[src/rtl/wb_port_arbiter_if.sv]
// Bundle between the function-unit result stages and the write-back arbiter:
// per-unit result requests in, two registered write-back ports out.
interface wb_port_arbiter_if #(
  parameter int TAG_W  = 6,
  parameter int DATA_W = 32,
  parameter int WIN_W  = 4
);
  logic                  flush;
  logic [3:0]            req_valid;
  logic [4*TAG_W-1:0]    req_tag;
  logic [4*DATA_W-1:0]   req_data;
  logic [4*WIN_W-1:0]    req_win;
  logic [3:0]            req_ready;

  logic                  wb0_en;
  logic [TAG_W-1:0]      wb0_tag;
  logic [DATA_W-1:0]     wb0_data;
  logic [WIN_W-1:0]      wb0_win;
  logic [1:0]            wb0_src;
  logic                  wb1_en;
  logic [TAG_W-1:0]      wb1_tag;
  logic [DATA_W-1:0]     wb1_data;
  logic [WIN_W-1:0]      wb1_win;
  logic [1:0]            wb1_src;
  logic                  wb_pending;

  modport master (
    output flush, req_valid, req_tag, req_data, req_win,
    input  req_ready,
    input  wb0_en, wb0_tag, wb0_data, wb0_win, wb0_src,
    input  wb1_en, wb1_tag, wb1_data, wb1_win, wb1_src,
    input  wb_pending
  );

  modport slave (
    input  flush, req_valid, req_tag, req_data, req_win,
    output req_ready,
    output wb0_en, wb0_tag, wb0_data, wb0_win, wb0_src,
    output wb1_en, wb1_tag, wb1_data, wb1_win, wb1_src,
    output wb_pending
  );
endinterface

[src/rtl/wb_port_arbiter.sv]
// Shares two write-back ports among ALU0/ALU1/BU/DU via per-unit FIFOs and a round-robin picker.
// Define WB_BYPASS_EN to let an empty unit's incoming result go straight to a write-back port.
module wb_port_arbiter #(
  parameter int TAG_W   = 6,
  parameter int DATA_W  = 32,
  parameter int WIN_W   = 4,
  parameter int Q_DEPTH = 2
) (
  input  logic               clk_i,
  input  logic               rst_ni,
  wb_port_arbiter_if.slave   bus
);
  localparam int NUM_LANES = 4;
  localparam int PTR_W     = $clog2(Q_DEPTH);
  localparam int CNT_W     = PTR_W + 1;

  typedef struct packed {
    logic [TAG_W-1:0]  tag;
    logic [DATA_W-1:0] data;
    logic [WIN_W-1:0]  win;
  } ent_t;

  typedef struct packed {
    logic              en;
    ent_t              ent;
    logic [1:0]        src;
  } wb_t;

  ent_t [NUM_LANES-1:0] in_ent;
  ent_t [NUM_LANES-1:0] head;
  logic [NUM_LANES-1:0] nonempty, byp, cand, grant;

  logic [1:0] rr_q, rr_d;
  logic [1:0] g0_id, g1_id, idx;
  logic       g0_vld, g1_vld;
  wb_t        wb0_q, wb0_d, wb1_q, wb1_d;
  logic       clr;

  assign clr = !rst_ni || bus.flush;

  for (genvar i = 0; i < NUM_LANES; i++) begin : g_lane
    logic [CNT_W-1:0]          cnt_q;
    logic [PTR_W-1:0]          wr_ptr_q, rd_ptr_q;
    ent_t [Q_DEPTH-1:0]        mem_q;
    logic                      push, pop;

    assign in_ent[i] = '{tag:  bus.req_tag[i*TAG_W +: TAG_W],
                         data: bus.req_data[i*DATA_W +: DATA_W],
                         win:  bus.req_win[i*WIN_W +: WIN_W]};

    assign nonempty[i]      = cnt_q != '0;
    assign bus.req_ready[i] = cnt_q != CNT_W'(Q_DEPTH);
`ifdef WB_BYPASS_EN
    assign byp[i] = !nonempty[i] && bus.req_valid[i];
`else
    assign byp[i] = 1'b0;
`endif
    assign cand[i] = nonempty[i] | byp[i];
    assign head[i] = nonempty[i] ? mem_q[rd_ptr_q] : in_ent[i];

    // A bypassed result is consumed by the port register and never stored.
    assign pop  = grant[i] & nonempty[i];
    assign push = bus.req_valid[i] & bus.req_ready[i] & ~(grant[i] & byp[i]);

    always_ff @(posedge clk_i) begin
      if (clr) begin
        cnt_q    <= '0;
        wr_ptr_q <= '0;
        rd_ptr_q <= '0;
      end else begin
        if (push) begin
          mem_q[wr_ptr_q] <= in_ent[i];
          wr_ptr_q        <= wr_ptr_q + PTR_W'(1);
        end
        if (pop) rd_ptr_q <= rd_ptr_q + PTR_W'(1);
        cnt_q <= cnt_q + CNT_W'(push) - CNT_W'(pop);
      end
    end
  end

  // Rotating scan from rr_q: first candidate takes port 0, second takes port 1.
  always_comb begin
    g0_vld = 1'b0;
    g1_vld = 1'b0;
    g0_id  = '0;
    g1_id  = '0;
    grant  = '0;
    idx    = '0;
    for (int k = 0; k < NUM_LANES; k++) begin
      idx = rr_q + 2'(k);
      if (cand[idx]) begin
        if (!g0_vld) begin
          g0_vld     = 1'b1;
          g0_id      = idx;
          grant[idx] = 1'b1;
        end else if (!g1_vld) begin
          g1_vld     = 1'b1;
          g1_id      = idx;
          grant[idx] = 1'b1;
        end
      end
    end
  end

  always_comb begin
    wb0_d = '0;
    wb1_d = '0;
    rr_d  = rr_q;
    if (g0_vld) wb0_d = '{en: 1'b1, ent: head[g0_id], src: g0_id};
    if (g1_vld) wb1_d = '{en: 1'b1, ent: head[g1_id], src: g1_id};
    if (g1_vld)      rr_d = g1_id + 2'd1;
    else if (g0_vld) rr_d = g0_id + 2'd1;
  end

  // Flush clears results but keeps the fairness pointer where it was.
  always_ff @(posedge clk_i) begin
    if (!rst_ni) begin
      rr_q  <= '0;
      wb0_q <= '0;
      wb1_q <= '0;
    end else if (bus.flush) begin
      wb0_q <= '0;
      wb1_q <= '0;
    end else begin
      rr_q  <= rr_d;
      wb0_q <= wb0_d;
      wb1_q <= wb1_d;
    end
  end

  assign bus.wb0_en     = wb0_q.en;
  assign bus.wb0_tag    = wb0_q.ent.tag;
  assign bus.wb0_data   = wb0_q.ent.data;
  assign bus.wb0_win    = wb0_q.ent.win;
  assign bus.wb0_src    = wb0_q.src;
  assign bus.wb1_en     = wb1_q.en;
  assign bus.wb1_tag    = wb1_q.ent.tag;
  assign bus.wb1_data   = wb1_q.ent.data;
  assign bus.wb1_win    = wb1_q.ent.win;
  assign bus.wb1_src    = wb1_q.src;
  assign bus.wb_pending = |nonempty;
endmodule
[src/flat_wrapper.sv]
// flat-port wrapper written by rule: the top's interface ports become plain ports
module wb_port_arbiter_flat 
#(
  parameter int TAG_W   = 6,
  parameter int DATA_W  = 32,
  parameter int WIN_W   = 4,
  parameter int Q_DEPTH = 2
)
  (clk_i, rst_ni, bus_flush, bus_req_valid, bus_req_tag, bus_req_data, bus_req_win, bus_req_ready, bus_wb0_en, bus_wb0_tag, bus_wb0_data, bus_wb0_win, bus_wb0_src, bus_wb1_en, bus_wb1_tag, bus_wb1_data, bus_wb1_win, bus_wb1_src, bus_wb_pending);
  wb_port_arbiter_if #(.TAG_W(TAG_W), .DATA_W(DATA_W), .WIN_W(WIN_W)) bus_i ();
  input  logic clk_i;
  input  logic rst_ni;
  input wire logic [$bits(bus_i.flush)-1:0] bus_flush;
  input wire logic [$bits(bus_i.req_valid)-1:0] bus_req_valid;
  input wire logic [$bits(bus_i.req_tag)-1:0] bus_req_tag;
  input wire logic [$bits(bus_i.req_data)-1:0] bus_req_data;
  input wire logic [$bits(bus_i.req_win)-1:0] bus_req_win;
  output wire logic [$bits(bus_i.req_ready)-1:0] bus_req_ready;
  output wire logic [$bits(bus_i.wb0_en)-1:0] bus_wb0_en;
  output wire logic [$bits(bus_i.wb0_tag)-1:0] bus_wb0_tag;
  output wire logic [$bits(bus_i.wb0_data)-1:0] bus_wb0_data;
  output wire logic [$bits(bus_i.wb0_win)-1:0] bus_wb0_win;
  output wire logic [$bits(bus_i.wb0_src)-1:0] bus_wb0_src;
  output wire logic [$bits(bus_i.wb1_en)-1:0] bus_wb1_en;
  output wire logic [$bits(bus_i.wb1_tag)-1:0] bus_wb1_tag;
  output wire logic [$bits(bus_i.wb1_data)-1:0] bus_wb1_data;
  output wire logic [$bits(bus_i.wb1_win)-1:0] bus_wb1_win;
  output wire logic [$bits(bus_i.wb1_src)-1:0] bus_wb1_src;
  output wire logic [$bits(bus_i.wb_pending)-1:0] bus_wb_pending;
  assign bus_i.flush = bus_flush;
  assign bus_i.req_valid = bus_req_valid;
  assign bus_i.req_tag = bus_req_tag;
  assign bus_i.req_data = bus_req_data;
  assign bus_i.req_win = bus_req_win;
  assign bus_req_ready = bus_i.req_ready;
  assign bus_wb0_en = bus_i.wb0_en;
  assign bus_wb0_tag = bus_i.wb0_tag;
  assign bus_wb0_data = bus_i.wb0_data;
  assign bus_wb0_win = bus_i.wb0_win;
  assign bus_wb0_src = bus_i.wb0_src;
  assign bus_wb1_en = bus_i.wb1_en;
  assign bus_wb1_tag = bus_i.wb1_tag;
  assign bus_wb1_data = bus_i.wb1_data;
  assign bus_wb1_win = bus_i.wb1_win;
  assign bus_wb1_src = bus_i.wb1_src;
  assign bus_wb_pending = bus_i.wb_pending;
  wb_port_arbiter #(.TAG_W(TAG_W), .DATA_W(DATA_W), .WIN_W(WIN_W), .Q_DEPTH(Q_DEPTH)) u_core (.clk_i(clk_i), .rst_ni(rst_ni), .bus(bus_i));
endmodule
[config.mk]
export PLATFORM = sky130hd
export DESIGN_NAME = wb_port_arbiter_flat
export DESIGN_NICKNAME = d
export VERILOG_FILES = /design/src/rtl/wb_port_arbiter_if.sv /design/src/rtl/wb_port_arbiter.sv /design/src/flat_wrapper.sv
export SDC_FILE = /design/constraint.sdc
export NUM_CORES = 1
export LEC_CHECK = 0
export BUFFER_PORTS_ARGS = -buffer_cell sky130_fd_sc_hd__clkbuf_2
export CAP_MARGIN = 0
export CORE_ASPECT_RATIO = 1.1
export CORE_MARGIN = 1
export CORE_UTILIZATION = 50
export DETAILED_ROUTE_END_ITERATION = 7
export GPL_TIMING_DRIVEN = 0
export PLACE_DENSITY = 0.71
export SLEW_MARGIN = 15
export SYNTH_ARGS = -nofsm -noshare
export SYNTH_HDL_FRONTEND = slang
export SYNTH_SLANG_ARGS = --single-unit
[constraint.sdc]
create_clock -name clk_i -period 6.65 [get_ports clk_i]
set_input_delay 1.33 -clock clk_i [delete_from_list [all_inputs] [get_ports clk_i]]
set_output_delay 1.33 -clock clk_i [all_outputs]
set_load 0.1 [all_outputs]
==> results.tsv <==
metric	value	unit
die height	211	um
row count	76	
fin crit share	74.8	%
Hold Crit Start	u_core.g_lane[2].wr_ptr_q	
hpwl dp	43.8	mm
via-per-instance ratio	5.91	
port bufs	269	
CP max-delay cell	a211oi_1	
Reg2Reg Depth	13	
Synth Area in XOR/XNOR	0.794	%
maximum VDD drop	0.000313	V
endpoints failing setup	0	
Compound-Gate Fraction of Synth Area	11.3	%
#FFs+latches synth	444	
CTS tree	yes	
Final Max Tran Viols	0	
gpl congestion	0.936	
crit-path max cell delay	0.73	ns
GRT Total Usage	29.6	%
max_cap viols	0	
DRC Markers	0	
area of the die	40500	um^2
Simple-Gate Fraction of Synth Area	8.47	%
most common cell in the netlist	edfxtp_1	
die width	192	um
status	finished clean	
Max Clock Freq	0.201	GHz
WS Path Type	reg -> reg	
CTS sink count	444	
syn nets	1875	
Synth Instances	1682	
Hold Path End	u_core.g_lane[2].wr_ptr_q	
Hold Vio Cnt, Final	0	
number of I/O pins	270	
largest net degree at the start of global routing	31	
post-CTS sizing	0	
type of the worst min-delay path	reg -> reg	
yosys warns	0	
Slew HR	34.4	%
Num CTS Buffers	46	
critical path endpoint category	flop	
Data arrival, critical path	5.42	ns
clk_lat worst skew	0.57	ns
Starting DRT DRC Count	1378	
area share of the largest cell type after synthesis	50.8	%
most used cell, CP	clkbuf_1	
pre-CTS setup slack	1.86	ns
total grt overflow	0	
Seq/Total Area, Yosys	61.7	%
commonest cells in the synthesized netlist	edfxtp_1, nor2_1, mux2i_1	
mapped cell area	19900	um^2
DR vias	15200	
Core Region	39200	um^2
Reg2Reg Launch Point	u_core.rr_q[1]	
Area Overhead vs Synth	18.9	%
Yosys cell types	55	
ratio of cells with drive above 1 in the final layout	20.0	%
first-pass GRT wire length	89.3	mm
FF-to-FF setup slack	1.68	ns
nets	2214	
multiplexer area fraction after synthesis	13.4	%
Initial Util	50.7	%
Worst R2R End	u_core.bus.wb1_data[12]	
drt wl/cell	23.6	um
Tot Pwr	0.00899	W
worst clock skew	0.0198	ns
clock tree root buffer cell	clkbuf_16	
vias in the first global route	15100	
CP cell instances	buf_2 > inv_1 > ha_1 > clkbuf_1 > clkbuf_1 > o21ai_0 > o21ai_0 > mux2_2 > nor2_1 > a211oi_1 > nand2_1 > clkbuf_1 > a211oi_1	
Post-synth EDFFs	336	
worst-margin pin slew	0.984	ns
Max H-tree Level	2	
cell taking the most area after synthesis	edfxtp_1	
Worst setup SP type	flop	
Hold Path Depth	2	
initial antenna violation count	14	
DR pass1 iterations	7	
Main synth FF type	edfxtp_1	
clock slew at reported path FFs	0.06	ns
RSZ-0062 raised after global routing	no	
post-route ant nets	0	
final wirelength	60.7	mm
async set-reset flop share out of synthesis	0	%
static leakage	8.57	nW
pwr/cell area	381	nW/um^2
largest cells by area after synthesis	edfxtp_1, mux2i_1, dfxtp_1	
hold slack	0.561	ns
Final WS setup	1.68	ns
adder-cell share of the synthesized area	1.18	%
critical path required time	7.10	ns
Max Fanout on Critical Path	10	
Bufs on Longest Clock Path	3	
min Tclk post-route	4.97	ns
# Post-CTS Setup Buffers	0	
hold buffer count at CTS	0	
largest family of logic cells by synthesized area	multiplexers	
mean post-synth cell area	11.8	um^2
worst max-delay path, delay by kind of cell (launching register included):
kind,cells,cell delay [ns]
AO/OA/AOI/OAI,4,1.36
multiplexers,1,0.25
adder cells (fa/ha/maj),1,0.34
flip-flops,1,0.43
AND/OR/NAND/NOR,2,0.66
buffers and inverters,5,1.79
per-layer routing:
| layer | vias to the layer above | wire length, um | global-route usage (%) |
|---|---|---|---|
| met3 | 154 | 4870 | 5.43 |
| met5 | - | 74 | 0 |
| met4 | 12 | 2000 | 11.3 |
| met2 | 779 | 29200 | 48.8 |
| met1 | 7388 | 24600 | 38.6 |
| li1 | 6855 | - | - |
final cells by class:
class                   instances  area (um^2)
clock buffers                  65         1330
repair buffers                291         1570
diodes                          9         22.5
fillers                      3244        15600
clock inverters                17          174
multi-input cells            1097         7000
flip-flops and latches        444        12300
inverters                      14         52.6
well taps                     507          634
plain buffers                 127          582
cell usage in the layout (no fill, tap or decap), drive strengths merged, types with 3 or more instances in the layout:
cell | netlist | routed
nor2 | 317 | 317
a21oi | 221 | 221
o21ai | 53 | 53
nor3 | 3 | 3
a222oi | 4 | 4
nor2b | 4 | 4
buf | 48 | 70
or2 | 5 | 5
mux4 | 5 | 5
nor3b | 4 | 4
edfxtp | 336 | 336
and3 | 6 | 6
inv | 14 | 14
and2 | 9 | 9
clkbuf | 79 | 413
nand3 | 9 | 9
diode | 0 | 9
mux2i | 252 | 252
clkinv | 0 | 13
dfxtp | 108 | 108
nand2 | 50 | 50
xnor2 | 14 | 14
a211oi | 87 | 87
ha | 18 | 18
xor2 | 4 | 4
o211ai | 3 | 3
bufinv | 0 | 3
worst max-delay path by stage:
stage | cells past startpoint | from | slack (ns) | endpoint
global placement | 4 | bus_flush | -1.44 | u_core.g_lane[2].mem_q[23]
detailed placement | 13 | u_core.rr_q[0] | 1.86 | u_core.bus.wb1_data[13]
CTS | 13 | u_core.rr_q[0] | 1.85 | u_core.bus.wb1_data[13]
floorplan | 3 | bus_flush | 1.40 | u_core.g_lane[2].mem_q[0]
global route | 13 | u_core.rr_q[0] | 1.50 | u_core.bus.wb1_data[11]
finish | 13 | u_core.rr_q[1] | 1.68 | u_core.bus.wb1_data[12]
through the flow:
stage	util (%)	area (um^2)	TNS, ns	instances
2_1_floorplan	-	19900	0	1682
4_1_cts	60.2	23600	0	2562
3_3_place_gp	55.8	21800	-208.53	2458
3_5_place_dp	56.4	22100	0	2480
5_1_grt	60.2	23600	0	2567
6_report	60.3	23600	0	2571
cells by family after synthesis:
group,after synthesis
buffers and inverters,141
multiplexers,259
AO/OA/AOI/OAI,386
AND/OR/NAND/NOR,415
XOR/XNOR,18
adder cells (fa/ha/maj),19
flip-flops,444
state kept, by name (all words and copies together) (netlist names):
signal and flops:
u_core.bus.wb1_data 32, u_core.rr_q 2, u_core.bus.wb1_tag 6, u_core.bus.wb0_data 32, u_core.bus.wb0_win 4, u_core.bus.wb1_src 2
u_core.g_lane.wr_ptr_q 4, u_core.bus.wb1_win 4, u_core.bus.wb1_en 1, u_core.g_lane.cnt_q 8, u_core.g_lane.rd_ptr_q 4, u_core.bus.wb0_tag 6
u_core.g_lane.mem_q 336, u_core.bus.wb0_src 2, u_core.bus.wb0_en 1
power by group:
part	switching, W	internal (W)	leakage, nW
Combinational	0.00235	0.000933	3.90
Sequential	0.0000439	0.00310	3.93
Clock	0.00106	0.00150	0.737
No activity file was read; power rests on OpenSTA's default activity.
